`config.mk`:
```
export PLATFORM = sky130hd
export DESIGN_NAME = ad7264_frame_sequencer
export DESIGN_NICKNAME = d
export VERILOG_FILES = /design/src/rtl/ad7264_frame_sequencer.sv
export SDC_FILE = /design/constraint.sdc
export NUM_CORES = 1
export LEC_CHECK = 0
export BUFFER_PORTS_ARGS = -buffer_cell sky130_fd_sc_hd__buf_2
export CORE_AREA = 3 3 110 133
export DETAILED_ROUTE_END_ITERATION = 8
export DIE_AREA = 0 0 113 136
export PLACE_DENSITY = 0.55
export SLEW_MARGIN = 20
export SYNTH_ARGS = -nofsm -noshare
export SYNTH_HDL_FRONTEND = slang
export SYNTH_SLANG_ARGS = --single-unit
```
`constraint.sdc`:
```
create_clock -name Clk -period 3.4 [get_ports Clk]
set_input_delay 0.34 -clock Clk [delete_from_list [all_inputs] [get_ports Clk]]
set_output_delay 0.34 -clock Clk [all_outputs]
set_load 0.1 [all_outputs]
```
`src/rtl/ad7264_frame_sequencer.sv`:
```
// SPI frame sequencer for the dual-channel AD7264 (CPOL=1, CPHA=1): SS/SCLK generation,
// MSB-first command shift-out and simultaneous capture of both MISO lines into parallel results.
module ad7264_frame_sequencer #(
    parameter int CLK_DIV     = 2,
    parameter int FRAME_BITS  = 32,
    parameter int CMD_BITS    = 8,
    parameter int DATA_BITS   = 14,
    parameter int DATA_OFFSET = 16,
    parameter int CS_SETUP    = 2,
    parameter int CS_HOLD     = 2,
    parameter int QUIET       = 4
) (
    input  logic                 Clk,
    input  logic                 reset,
    input  logic                 start,
    input  logic [CMD_BITS-1:0]  cmd,
    output logic                 busy,
    output logic                 SCLK,
    output logic                 MOSI,
    input  logic                 MISOA,
    input  logic                 MISOB,
    output logic                 SS,
    output logic [DATA_BITS-1:0] data_a,
    output logic [DATA_BITS-1:0] data_b,
    output logic                 valid
);

    localparam int MAX_A = (CLK_DIV > CS_SETUP) ? CLK_DIV : CS_SETUP;
    localparam int MAX_B = (CS_HOLD > QUIET) ? CS_HOLD : QUIET;
    localparam int MAX_C = (MAX_A > MAX_B) ? MAX_A : MAX_B;
    localparam int CNT_W = $clog2(MAX_C + 1);
    localparam int BIT_W = $clog2(FRAME_BITS + 1);

    typedef enum logic [2:0] {
        S_IDLE,
        S_SETUP,
        S_SHIFT,
        S_HOLD,
        S_QUIET
    } state_t;

    state_t                r_state, w_state;
    logic [CNT_W-1:0]      r_cnt, w_cnt;
    logic [BIT_W-1:0]      r_bit_cnt, w_bit_cnt;
    logic [CMD_BITS-1:0]   r_cmd, w_cmd;
    logic [FRAME_BITS-1:0] r_rx_a, w_rx_a;
    logic [FRAME_BITS-1:0] r_rx_b, w_rx_b;
    logic                  r_sclk, w_sclk;
    logic                  r_mosi, w_mosi;
    logic                  r_ss, w_ss;
    logic                  r_busy, w_busy;
    logic                  r_valid, w_valid;
    logic [DATA_BITS-1:0]  r_data_a, w_data_a;
    logic [DATA_BITS-1:0]  r_data_b, w_data_b;

    always_ff @(posedge Clk or posedge reset) begin
        if (reset) begin
            r_state   <= S_IDLE;
            r_cnt     <= '0;
            r_bit_cnt <= '0;
            r_cmd     <= '0;
            r_rx_a    <= '0;
            r_rx_b    <= '0;
            r_sclk    <= 1'b1;
            r_mosi    <= 1'b0;
            r_ss      <= 1'b1;
            r_busy    <= 1'b0;
            r_valid   <= 1'b0;
            r_data_a  <= '0;
            r_data_b  <= '0;
        end else begin
            r_state   <= w_state;
            r_cnt     <= w_cnt;
            r_bit_cnt <= w_bit_cnt;
            r_cmd     <= w_cmd;
            r_rx_a    <= w_rx_a;
            r_rx_b    <= w_rx_b;
            r_sclk    <= w_sclk;
            r_mosi    <= w_mosi;
            r_ss      <= w_ss;
            r_busy    <= w_busy;
            r_valid   <= w_valid;
            r_data_a  <= w_data_a;
            r_data_b  <= w_data_b;
        end
    end

    always_comb begin
        w_state   = r_state;
        w_cnt     = r_cnt;
        w_bit_cnt = r_bit_cnt;
        w_cmd     = r_cmd;
        w_rx_a    = r_rx_a;
        w_rx_b    = r_rx_b;
        w_sclk    = r_sclk;
        w_mosi    = r_mosi;
        w_ss      = r_ss;
        w_busy    = r_busy;
        w_valid   = 1'b0;
        w_data_a  = r_data_a;
        w_data_b  = r_data_b;

        case (r_state)
            S_IDLE: begin
                if (start) begin
                    w_cmd     = cmd;
                    w_state   = S_SETUP;
                    w_ss      = 1'b0;
                    w_busy    = 1'b1;
                    w_sclk    = 1'b1;
                    w_mosi    = 1'b0;
                    w_cnt     = '0;
                    w_bit_cnt = '0;
                end
            end
            S_SETUP: begin
                if (r_cnt == CNT_W'(CS_SETUP - 1)) begin
                    w_state = S_SHIFT;
                    w_cnt   = '0;
                end else begin
                    w_cnt = r_cnt + 1'b1;
                end
            end
            S_SHIFT: begin
                if (r_cnt == CNT_W'(CLK_DIV - 1)) begin
                    w_cnt  = '0;
                    w_sclk = ~r_sclk;
                    if (r_sclk) begin
                        // Falling edge: present next command bit; zeros fill once the command is exhausted.
                        w_mosi = r_cmd[CMD_BITS-1];
                        w_cmd  = r_cmd << 1;
                    end else begin
                        w_rx_a    = {r_rx_a[FRAME_BITS-2:0], MISOA};
                        w_rx_b    = {r_rx_b[FRAME_BITS-2:0], MISOB};
                        w_bit_cnt = r_bit_cnt + 1'b1;
                        if (r_bit_cnt == BIT_W'(FRAME_BITS - 1)) begin
                            w_state = S_HOLD;
                        end
                    end
                end else begin
                    w_cnt = r_cnt + 1'b1;
                end
            end
            S_HOLD: begin
                if (r_cnt == CNT_W'(CS_HOLD - 1)) begin
                    w_ss     = 1'b1;
                    w_mosi   = 1'b0;
                    w_data_a = r_rx_a[DATA_OFFSET +: DATA_BITS];
                    w_data_b = r_rx_b[DATA_OFFSET +: DATA_BITS];
                    w_valid  = 1'b1;
                    w_state  = S_QUIET;
                    w_cnt    = '0;
                end else begin
                    w_cnt = r_cnt + 1'b1;
                end
            end
            S_QUIET: begin
                if (r_cnt == CNT_W'(QUIET - 1)) begin
                    w_busy  = 1'b0;
                    w_state = S_IDLE;
                    w_cnt   = '0;
                end else begin
                    w_cnt = r_cnt + 1'b1;
                end
            end
            default: begin
                w_state = S_IDLE;
            end
        endcase
    end

    assign busy   = r_busy;
    assign SCLK   = r_sclk;
    assign MOSI   = r_mosi;
    assign SS     = r_ss;
    assign data_a = r_data_a;
    assign data_b = r_data_b;
    assign valid  = r_valid;

endmodule

```
Yosys cells after proc, flatten, opt, wreduce, memory -nomap -nowiden

Cells that the tools add are included.

Flip-flop bits (word level): 113
Bits in latches: 0
RAM bits: 0
Bits in read-only memories: 0
Output and inout port bits: 33
Logic and storage cells: 82
Memories kept: 0

Add/sub/neg operators: 2
$mul: 0
Div/mod/pow operators: 0
$lt $le $gt $ge: 0
Eq/ne operators: 15
Shift operators: 0
Multiplexer cells: 34
Bitwise operators: 1
Reductions and logical operators: 17

Operators by type and width:

| cell                | number |
|---|---|
| $mux 3              | 10 |
| $mux 8              | 3 |
| $mux 6              | 3 |
| $ne 2x2->1 const B  | 8 |
| $pmux 8 s2          | 1 |
| $pmux 3 s5          | 1 |
| $pmux 6 s2          | 1 |
| $reduce_and 3->1    | 4 |
| $mux 1              | 10 |
| $eq 3x2->1 const B  | 3 |
| $pmux 3 s3          | 1 |
| $reduce_and 4->1    | 2 |
| $reduce_and 7->1    | 1 |
| $add 6x1->6 const B | 1 |
| $eq 3x1->1 const B  | 2 |
| $eq 6x5->1 const B  | 1 |
| $pmux 1 s2          | 3 |
| $reduce_bool 2->1   | 3 |
| $reduce_bool 3->1   | 2 |
| $reduce_and 5->1    | 1 |
| $reduce_and 2->1    | 2 |
| $add 3x1->3 const B | 1 |
| $eq 3x3->1 const B  | 1 |
| $logic_not 3->1     | 1 |
| 3 further kinds     | 3 |

Depth between registers and ports, before layout

Gate-level depths: netlist of the first run.

Word-level depth: 5
Depth in mapped cells: 7

Least setup slack after synthesis of the first run

Ideal clock, no wire load.

Kind: flip-flop to flip-flop
Start point: register r_sclk (netlist: SCLK)
End point: register r_cmd[1]
Library setup time: 0.125 ns
Arrival: 1.937 ns
Required time: 3.275 ns
Slack: 1.339 ns
Stages on the path, launching flop included: 4
Buffers on the path: 0
Cell sequence: dfstp_2 inv_1 a221oi_4 mux2_2

Cells in the longest elaborated chain, start to end: 2

Ends and longest elaborated chain:

| item                       | RTL line | source |
|---|---|---|
| start, declared            | 48       | `logic r_sclk, w_sclk;` |
| start signal, assigned     | 78       | `r_sclk <= w_sclk;` |
| $ne 2x2->1 (no line)       | --       |  |
| $reduce_and 4->1 (no line) | --       |  |
| end signal, assigned       | 75       | `r_cmd <= w_cmd;` |
| end, declared              | 45       | `logic [CMD_BITS-1:0] r_cmd, w_cmd;` |

No other way between the ends.
A chain may end at the register's enable or synchronous reset.

Worst setup path in the final report of the first run

Start point: register r_cnt[1]
End point: register r_data_a[8] (netlist: data_a[8])

Cells in the longest elaborated chain, start to end: 2

Ends and longest elaborated chain:

| item                       | RTL line | source |
|---|---|---|
| start, declared            | 43       | `logic [CNT_W-1:0] r_cnt, w_cnt;` |
| start signal, assigned     | 73       | `r_cnt <= w_cnt;` |
| $eq 3x1->1                 | 145      | `if (r_cnt == CNT_W'(CS_HOLD - 1)) begin` |
| $reduce_and 2->1 (no line) | --       |  |
| end signal, assigned       | 83       | `r_data_a <= w_data_a;` |
| end, declared              | 53       | `logic [DATA_BITS-1:0] r_data_a, w_data_a;` |

No other way between the ends.

==> impl_metrics.env, run 1 <==
export IMPL_syn_nets=332
export IMPL_synth_cells=314
export IMPL_path_cells="inv_1, ha_1, nand3b_1, nor2_4, mux2_2"
export IMPL_drive_above_1_share_pct=50.40
export IMPL_clkSlewWorstSetupHoldPaths_ns=0.05
export IMPL_die_h_microns=136
export IMPL_ys_seq_elements=113
export IMPL_h_tree_depth=4
export IMPL_vias_per_cell=4.812
export IMPL_final_nets=384
export IMPL_finalSetupTns_ns=0
export IMPL_endpoint_kind="register"
export IMPL_initial_core_util_pct=34.89
export IMPL_drv_slew=0
export IMPL_coreArea_sq_mm=0.01335
export IMPL_worstMarginPinSlew_ns=0.8592
export IMPL_setup_ws_ns=1.203
export IMPL_antenna_cells=0
export IMPL_synth_main_ff_cell="dfrtp_1"
export IMPL_wl_mm=7.829
export IMPL_multi_input_area_sq_mm=0.001705
export IMPL_cp_slowest_stage_delay_ns=0.71
export IMPL_ios=46
export IMPL_cpMaxStageDelayCell="nor2_4"
export IMPL_peakVddDrop_uv=286.7
export IMPL_cts_made_buffers=17
export IMPL_drcViolationCount=0
export IMPL_worstRegToRegCells=5
export IMPL_status="completed"
export IMPL_drv_cap=0
export IMPL_synth_edf_count=0
export IMPL_p_leak_nw=2.745
export IMPL_grt_pass1_vias=2825
export IMPL_syn_area_sq_mm=0.004658
export IMPL_cts_resized=0
export IMPL_start_kind="register"
export IMPL_grt_overflow=0
export IMPL_dieArea_sq_mm=0.01537
export IMPL_wire_per_inst_microns=14.31
export IMPL_holdBufCountCts=0
export IMPL_grt_start_max_net_pins=67
export IMPL_path_buf_inv=1
export IMPL_crit_arrival_ns=2.47
export IMPL_powerDensity_mw_per_mm2=559.7
export IMPL_synth_area_leader_cell="dfrtp_1"
export IMPL_synth_seq_area_share_pct=60.76
export IMPL_first_pass_iters=4
export IMPL_io_buffers=45
export IMPL_yosysTopAreaCellShare_pct=59.63
export IMPL_cts_tree="done"
export IMPL_postCtsSetupBuffers=0
export IMPL_dp_hpwl_mm=4.988
export IMPL_n_fill_cell=1264
export IMPL_cts_sinks=113
export IMPL_grt_util_all_layers_pct=11.15
export IMPL_fin_crit_ns=2.197
export IMPL_yosysWarnings=0
export IMPL_regArea_sq_mm=0.002830
export IMPL_hold_ws_ns=0.09763
export IMPL_ant_nets=0
export IMPL_final_common_cell="dfrtp_1"
export IMPL_row_count=46
export IMPL_worstPathMaxFanout=29
export IMPL_syn_area_per_cell_sq_um=14.84
export IMPL_clock_root_buffer="clkbuf_16"
export IMPL_instances_no_fill=547
export IMPL_crit_family="simple AND/OR/NAND/NOR gates"
export IMPL_gp_congestion=0.8006
export IMPL_fmax_ghz=0.4553
export IMPL_clock_path_buffers=2
export IMPL_first_iter_violations=115
export IMPL_die_w_microns=113
export IMPL_period_share_pct=64.60
export IMPL_slew_headroom_pct=42.58
export IMPL_rsz0062_at_grt="false"
export IMPL_setup_viol=0
export IMPL_insertion_delay_ns=0.40
export IMPL_crit_type="reg -> reg"
export IMPL_ys_top_cells_by_area="dfrtp_1, mux2_2, ha_1, buf_2, dfstp_2"
export IMPL_ys_types=41
export IMPL_worstSetupPathDepth=5
export IMPL_place_inst=515
export IMPL_final_cell_mix="dfrtp_1, mux2_2, buf_2, clkbuf_16, inv_1"
export IMPL_area_growth_pct=20.92
export IMPL_worst_clock_skew_ns=0.006334
export IMPL_antenna_found_initial=0
export IMPL_crit_required_ns=3.68
export IMPL_grt_pass1_wl_mm=13.66
export IMPL_dpl_worst_slack_ns=1.176
export IMPL_vias=2632
export IMPL_synth_async_reset_ratio_pct=100.0
export IMPL_hold_class="in -> async"
export IMPL_hold_violations=0
## state kept, by name, summed over array words and instances (netlist names)
signal,count
busy,1
SCLK,1
r_bit_cnt,6
r_cnt,3
data_a,14
MOSI,1
r_state,3
r_rx_a,30
r_rx_b,30
SS,1
r_cmd,8
data_b,14
valid,1
## path summary, 6_finish.rpt
kind	startpoint	to	slack (ns)
hold / removal	reset	r_rx_b[17]	0.1
setup reg to reg	r_cnt[1]	data_a[8]	1.20
hold reg to reg	data_a[3]	data_a[3]	0.50
min in group Clk	MISOB	r_rx_b[0]	0.17
setup / recovery	r_cnt[1]	data_a[8]	1.20
max in group asynchronous	reset	data_b[6]	2.47
## layout make-up
type	count	share of cell area, %
clock buffers	21	7.996
clock inverters	11	2.443
inverters	13	0.9107
multi-input cells	173	30.28
flip-flops and latches	113	50.24
well taps	168	3.732
repair buffers	48	4.398
## layer usage
layer	share of wire [%]	vias up	GRT usage [%]
li1	-	1237	-
met2	48	52	17.95
met5	0	-	0
met3	4.9	9	3.918
met1	46	1334	13.65
met4	0.89	0	4.609
## report_power, final
| group | total, mW | leakage, nW | internal (mW) | switching (mW) |
|---|---|---|---|---|
| clock network | 1.74 | 0.283 | 1.16 | 0.576 |
| registers | 1.37 | 1.49 | 1.36 | 0.00611 |
| logic | 0.0477 | 0.974 | 0.0169 | 0.0308 |
## metrics by stage
stage                     area [sq um]  power [mW]  util [%]
after floorplan                   4658       1.419         -
after global placement            5045       1.437     37.78
after detailed placement          5045       1.440     37.78
after CTS                         5633       3.209     42.19
after global routing              5633       3.284     42.19
final                             5633       3.153     42.19
## cells by family (layout without fill, tap and decap cells)
kind of cell               count (synthesis)  in the layout  synth area share (%)
DFF                                      113            113                 60.76
muxes                                    107            107                 25.76
and+or+nand+nor                           33             33                 4.566
buffers and inverters                     28             93                 2.901
AOI/OAI and AO/OA                         27             27                 4.486
adders and majority gates                  5              5                 1.343
xor gates and xnor gates                   1              1                0.1881
## cell usage after synthesis, types with 3 or more instances
library cell  count
buf_2            12
nor4_1            3
o21ai_0           7
nor2_1            3
nand2b_1          4
inv_1            13
mux2_2          103
ha_1              5
mux2i_1           4
dfrtp_1         111
nand2_1           6
(Power assumes the default switching activity.)
==> run 2, diff against run 1 <==
clock period = 2 ns   (was 3.4 ns; I/O delays follow)
==> run 2 against run 1 <==
Final cell count rose by 1.8%. Register-to-register slack got worse by 1.1 ns. Largest cell class unchanged. Flip-flop and latch count did not move.
==> impl_metrics.env, run 2 (synthesized netlist as in run 1, its figures left out) <==
export IMPL_area_growth_pct=25.19
export IMPL_met3_usage_pct=4.185
export IMPL_crit_type="reg -> reg"
export IMPL_grt_busiest_layer="met2"
export IMPL_start_kind="register"
export IMPL_grt_pass1_wl_mm=13.65
export IMPL_final_common_cell="dfrtp_1"
export IMPL_worstMarginPinSlew_ns=0.5045
export IMPL_wire_per_inst_microns=14.14
export IMPL_drv_cap=0
export IMPL_grt_pass1_vias=2820
export IMPL_fmax_ghz=0.5280
export IMPL_reg_top3="r_rx_a x30, r_rx_b x30"
export IMPL_cts_made_buffers=17
export IMPL_insertion_delay_ns=0.40
export IMPL_cpMaxStageDelayCell="or4b_2"
export IMPL_utilization_pct=43.68
export IMPL_h_tree_depth=4
export IMPL_io_buffers=45
export IMPL_n_fill_cell=1214
export IMPL_antenna_cells=0
export IMPL_first_iter_violations=87
export IMPL_peakVddDrop_uv=755.1
export IMPL_final_nets=395
export IMPL_powerDensity_mw_per_mm2=965.6
export IMPL_grt_overflow=0
export IMPL_hold_violations=0
export IMPL_gp_congestion=0.7660
export IMPL_drive_above_1_share_pct=52.70
export IMPL_drcViolationCount=0
export IMPL_die_w_microns=113
export IMPL_finalSetupTns_ns=0
export IMPL_grt_util_all_layers_pct=11.18
export IMPL_drv_slew=0
export IMPL_first_pass_iters=4
export IMPL_setup_viol=0
export IMPL_ant_nets=0
export IMPL_crit_arrival_ns=2.21
export IMPL_coreArea_sq_mm=0.01335
export IMPL_ios=46
export IMPL_place_inst=524
export IMPL_cp_slowest_stage_delay_ns=0.61
export IMPL_rsz0062_at_grt="false"
export IMPL_period_share_pct=94.70
export IMPL_cts_tree="done"
export IMPL_worst_clock_skew_ns=0.006052
export IMPL_initial_core_util_pct=34.89
export IMPL_hold_class="in -> reg"
export IMPL_vias=2662
export IMPL_grt_util_met1_pct=13.03
export IMPL_instances_no_fill=557
export IMPL_dieArea_sq_mm=0.01537
export IMPL_cts_sinks=113
export IMPL_path_cells="inv_1, ha_2, or4b_2, or4_1, o211ai_1"
export IMPL_totalPowerFinal_mw=5.631
export IMPL_clkSlewWorstSetupHoldPaths_ns=0.05
export IMPL_clock_root_buffer="clkbuf_16"
export IMPL_final_cell_mix="dfrtp_1, mux2_2, buf_2, clkbuf_16, inv_1"
export IMPL_row_count=46
export IMPL_slew_headroom_pct=66.37
export IMPL_die_h_microns=136
export IMPL_fin_crit_ns=1.894
export IMPL_dp_hpwl_mm=5.051
export IMPL_status="completed"
export IMPL_endpoint_kind="register"
export IMPL_p_leak_nw=2.838
export IMPL_vias_per_cell=4.779
export IMPL_antenna_found_initial=0
export IMPL_worstPathMaxFanout=6
export IMPL_wl_mm=7.877
export IMPL_crit_required_ns=2.31
export IMPL_clock_path_buffers=2
export IMPL_grt_use_met2_pct=18.28
export IMPL_grt_start_max_net_pins=68
[run 2: changes by cell type in the layout (fill, tap and decap cells not counted), sizes merged]
cell / delta
buf: +10
bufinv: +1
clkbuf: +1
clkinv: -3
clkinvlp: +1
dlygate4sd3: +1
inv: -1
[run 2: critical path: cells and delay by family, from the launching register on]
family / cells / cell delay (ns)
flip-flops: 1 / 0.40
AO/OA/AOI/OAI: 1 / 0.09
buffers and inverters: 1 / 0.07
adder cells (fa/ha/maj): 1 / 0.21
AND/OR/NAND/NOR: 2 / 1.04
[run 2: path summary, 6_finish.rpt]
kind,from,endpoint,slack (ns),cells after the start
setup / recovery,r_cnt[1],r_bit_cnt[5],0.11,5
hold / removal,MISOB,r_rx_b[0],0.04,2
setup reg to reg,r_cnt[1],r_bit_cnt[5],0.11,5
hold reg to reg,r_rx_b[5],r_rx_b[6],0.49,1
max in group asynchronous,reset,SCLK,0.95,4
min in group asynchronous,reset,r_cnt[2],0.28,3
[run 2: metal layers]
metal	wire length [microns]	part of all wire, %
met3	308	3.9
met5	0	0
met2	3900	50
met4	177	2.2
met1	3490	44
[run 2: area by class of cell]
type                       count  area (sq um)  area share [%]
timing repair buffer          59         382.9           6.565
tap                          168         210.2           3.604
clock inverter                 9         152.6           2.617
sequential                   113          2834           48.59
inverter                      13         52.55          0.9011
multi-input combinational    173          1705           29.24
clock buffer                  22         494.2           8.475
[run 2: report_power, final]
part | switching (mW) | internal [mW]
sequential | 0.00976 | 2.31
clock | 0.986 | 2.24
combinational | 0.0530 | 0.0328
[run 2: through the flow]
| stage | cell area [sq um] | setup slack, ns | hold slack (ns) |
|---|---|---|---|
| finish | 5832 | 0.1059 | 0.04156 |
| CTS | 5807 | 0.02386 | 0.02036 |
| detailed placement | 5150 | 0.04738 | 0.1590 |
| global route | 5832 | 0.01911 | 0.03226 |
| global placement | 5150 | 0.1055 | 0.1550 |
| floorplan | 4666 | 0.08561 | 0.3371 |
[run 2: timing repair]
item,CTS,global route
setup buffers,0,1
gates resized for setup,0,2
endpoints found under the hold margin,7,0
setup endpoints to repair,0,52
hold buffers,1,0
==> run 3, diff against run 2 <==
SETUP_SLACK_MARGIN = 0.2   (was not set)
==> run 3 against run 2 <==
Core utilization is 0.46 points higher. Non-clock buffer count increased by 4. Design area grew 1.1%. Via count increased by 3.4%. Wire length is 8.5% higher. Clock power down 6.2%.
==> impl_metrics.env, run 3 (synthesized netlist as in run 1, its figures left out) <==
export IMPL_worst_clock_skew_ns=0.008339
export IMPL_setup_viol=0
export IMPL_dieArea_sq_mm=0.01537
export IMPL_first_iter_violations=117
export IMPL_start_kind="register"
export IMPL_row_count=46
export IMPL_r2r_start="r_cnt[1]"
export IMPL_grt_overflow=0
export IMPL_p_comb_share_pct=1.7
export IMPL_met3_usage_pct=4.319
export IMPL_grt_busiest_layer="met2"
export IMPL_hold_class="in -> reg"
export IMPL_drcViolationCount=0
export IMPL_cp_slowest_stage_delay_ns=0.57
export IMPL_final_cell_mix="dfrtp_1, mux2_2, buf_2, clkbuf_16"
export IMPL_cts_tree="done"
export IMPL_grt_start_max_net_pins=63
export IMPL_drv_slew=0
export IMPL_antenna_found_initial=0
export IMPL_fin_crit_ns=1.779
export IMPL_p_sw_mw=1.130
export IMPL_finalSetupTns_ns=0
export IMPL_wire_per_inst_microns=15.21
export IMPL_clkSlewWorstSetupHoldPaths_ns=0.06
export IMPL_gp_congestion=0.7716
export IMPL_die_w_microns=113
export IMPL_vias_per_cell=4.897
export IMPL_worstPathMaxFanout=6
export IMPL_grt_pass1_wl_mm=13.94
export IMPL_dpl_worst_slack_ns=0.1394
export IMPL_final_nets=399
export IMPL_peakVddDrop_uv=693.4
export IMPL_power_frac_seq_pct=42.7
export IMPL_grt_util_met1_pct=13.83
export IMPL_worstMarginPinSlew_ns=0.7185
export IMPL_grt_util_all_layers_pct=11.53
export IMPL_ios=46
export IMPL_cts_made_buffers=17
export IMPL_internal_power_mw=4.308
export IMPL_die_h_microns=136
export IMPL_coreArea_sq_mm=0.01335
export IMPL_dp_hpwl_mm=5.209
export IMPL_area_growth_pct=26.51
export IMPL_cts_sinks=113
export IMPL_slew_headroom_pct=52.00
export IMPL_fmax_ghz=0.5620
export IMPL_place_inst=523
export IMPL_cpMaxStageDelayCell="or4b_2"
export IMPL_grt_pass1_vias=2792
export IMPL_clock_root_buffer="clkbuf_16"
export IMPL_path_cells="inv_2, ha_4, or4b_2, or4_1, o211ai_1"
export IMPL_hold_violations=0
export IMPL_instances_no_fill=562
export IMPL_powerDensity_mw_per_mm2=922.9
export IMPL_initial_core_util_pct=34.89
export IMPL_final_common_cell="dfrtp_1"
export IMPL_period_share_pct=88.96
export IMPL_clock_path_buffers=2
export IMPL_sw_frac_of_total_pct=20.78
export IMPL_drive_above_1_share_pct=54.82
export IMPL_grt_use_met2_pct=18.18
export IMPL_startpoint="r_cnt[1]"
export IMPL_setup_ws_ns=0.2208
export IMPL_status="completed"
export IMPL_reg_top3="r_rx_a x30, r_rx_b x30"
export IMPL_ant_nets=0
export IMPL_h_tree_depth=4
export IMPL_crit_required_ns=2.32
export IMPL_p_leak_nw=2.852
export IMPL_crit_arrival_ns=2.10
export IMPL_antenna_cells=0
export IMPL_p_clk_share_pct=55.6
export IMPL_first_pass_iters=4
export IMPL_rsz0062_at_grt="true"
export IMPL_endpoint_kind="register"
export IMPL_hp_start="MISOB"
export IMPL_io_buffers=45
export IMPL_insertion_delay_ns=0.41
export IMPL_drv_cap=0
export IMPL_wl_mm=8.548
export IMPL_crit_type="reg -> reg"
export IMPL_vias=2752
[run 3: cell types whose count changed in the layout (fill, tap and decap cells not counted), sizes merged]
cell      before  now
buf           58   61
bufinv         4    3
clkbuf        22   20
clkinv         2    4
clkinvlp       4    5
inv           12   14
[run 3: worst max-delay path, delay by kind of cell, from the launching register on]
kind            cells  cell delay [ns]
buf+inv             1             0.08
simple gates        2             0.98
flops               1             0.40
compound gates      1             0.09
fa+ha+maj           1             0.15
[run 3: final cells by class]
| cell class | count | area (sq um) |
|---|---|---|
| Fill cell | 1236 | 7460 |
| Sequential cell | 113 | 2838 |
| Timing Repair Buffer | 63 | 455.4 |
| Inverter | 13 | 55.05 |
| Clock buffer | 19 | 432.9 |
| Clock inverter | 13 | 161.4 |
| Multi-Input combinational cell | 173 | 1740 |
| Tap cell | 168 | 210.2 |
[run 3: power groups by stage]
stage	Combinational, mW	Sequential [mW]	Clock (mW)
finish	0.0947	2.32	3.02
global route	0.110	2.32	3.21
CTS	0.100	2.32	3.09
detailed placement	0.0986	2.36	0
global placement	0.0956	2.36	0
floorplan	0.0552	2.36	0
[run 3: final timing paths]
check,to,slack [ns],depth (start not counted)
setup / recovery,r_bit_cnt[5],0.22,5
hold / removal,r_rx_b[0],0.02,2
setup reg to reg,r_bit_cnt[5],0.22,5
hold reg to reg,r_rx_a[2],0.50,1
max in group asynchronous,r_rx_b[21],0.94,4
min in group asynchronous,r_cnt[2],0.46,3
[run 3: repair_timing]
item | 4_1_cts | 5_1_grt
endpoints found under the setup margin | 90 | 88
gates resized for setup | 6 | 6
hold endpoints to repair | 22 | 0
pin swaps | 0 | 0
setup buffers | 3 | 2
hold buffers | 1 | 0
cloned | 0 | 1
[run 3: metrics by stage]
stage / hold WS [ns] / total power, mW / util (%) / area (sq um)
floorplan: 0.3371 / 2.413 / - / 4672
global placement: 0.3573 / 2.456 / 38.84 / 5186
detailed placement: 0.3529 / 2.460 / 38.84 / 5186
CTS: 0.01198 / 5.516 / 43.71 / 5837
global route: 0.01966 / 5.638 / 44.13 / 5893
finish: 0.02478 / 5.439 / 44.13 / 5893
[run 3: per-layer routing]
layer | wire length [microns] | part of all wire (%)
met1 | 3787 | 44
met2 | 4220 | 49
met3 | 411 | 4.8
met4 | 128 | 1.5
met5 | 0 | 0
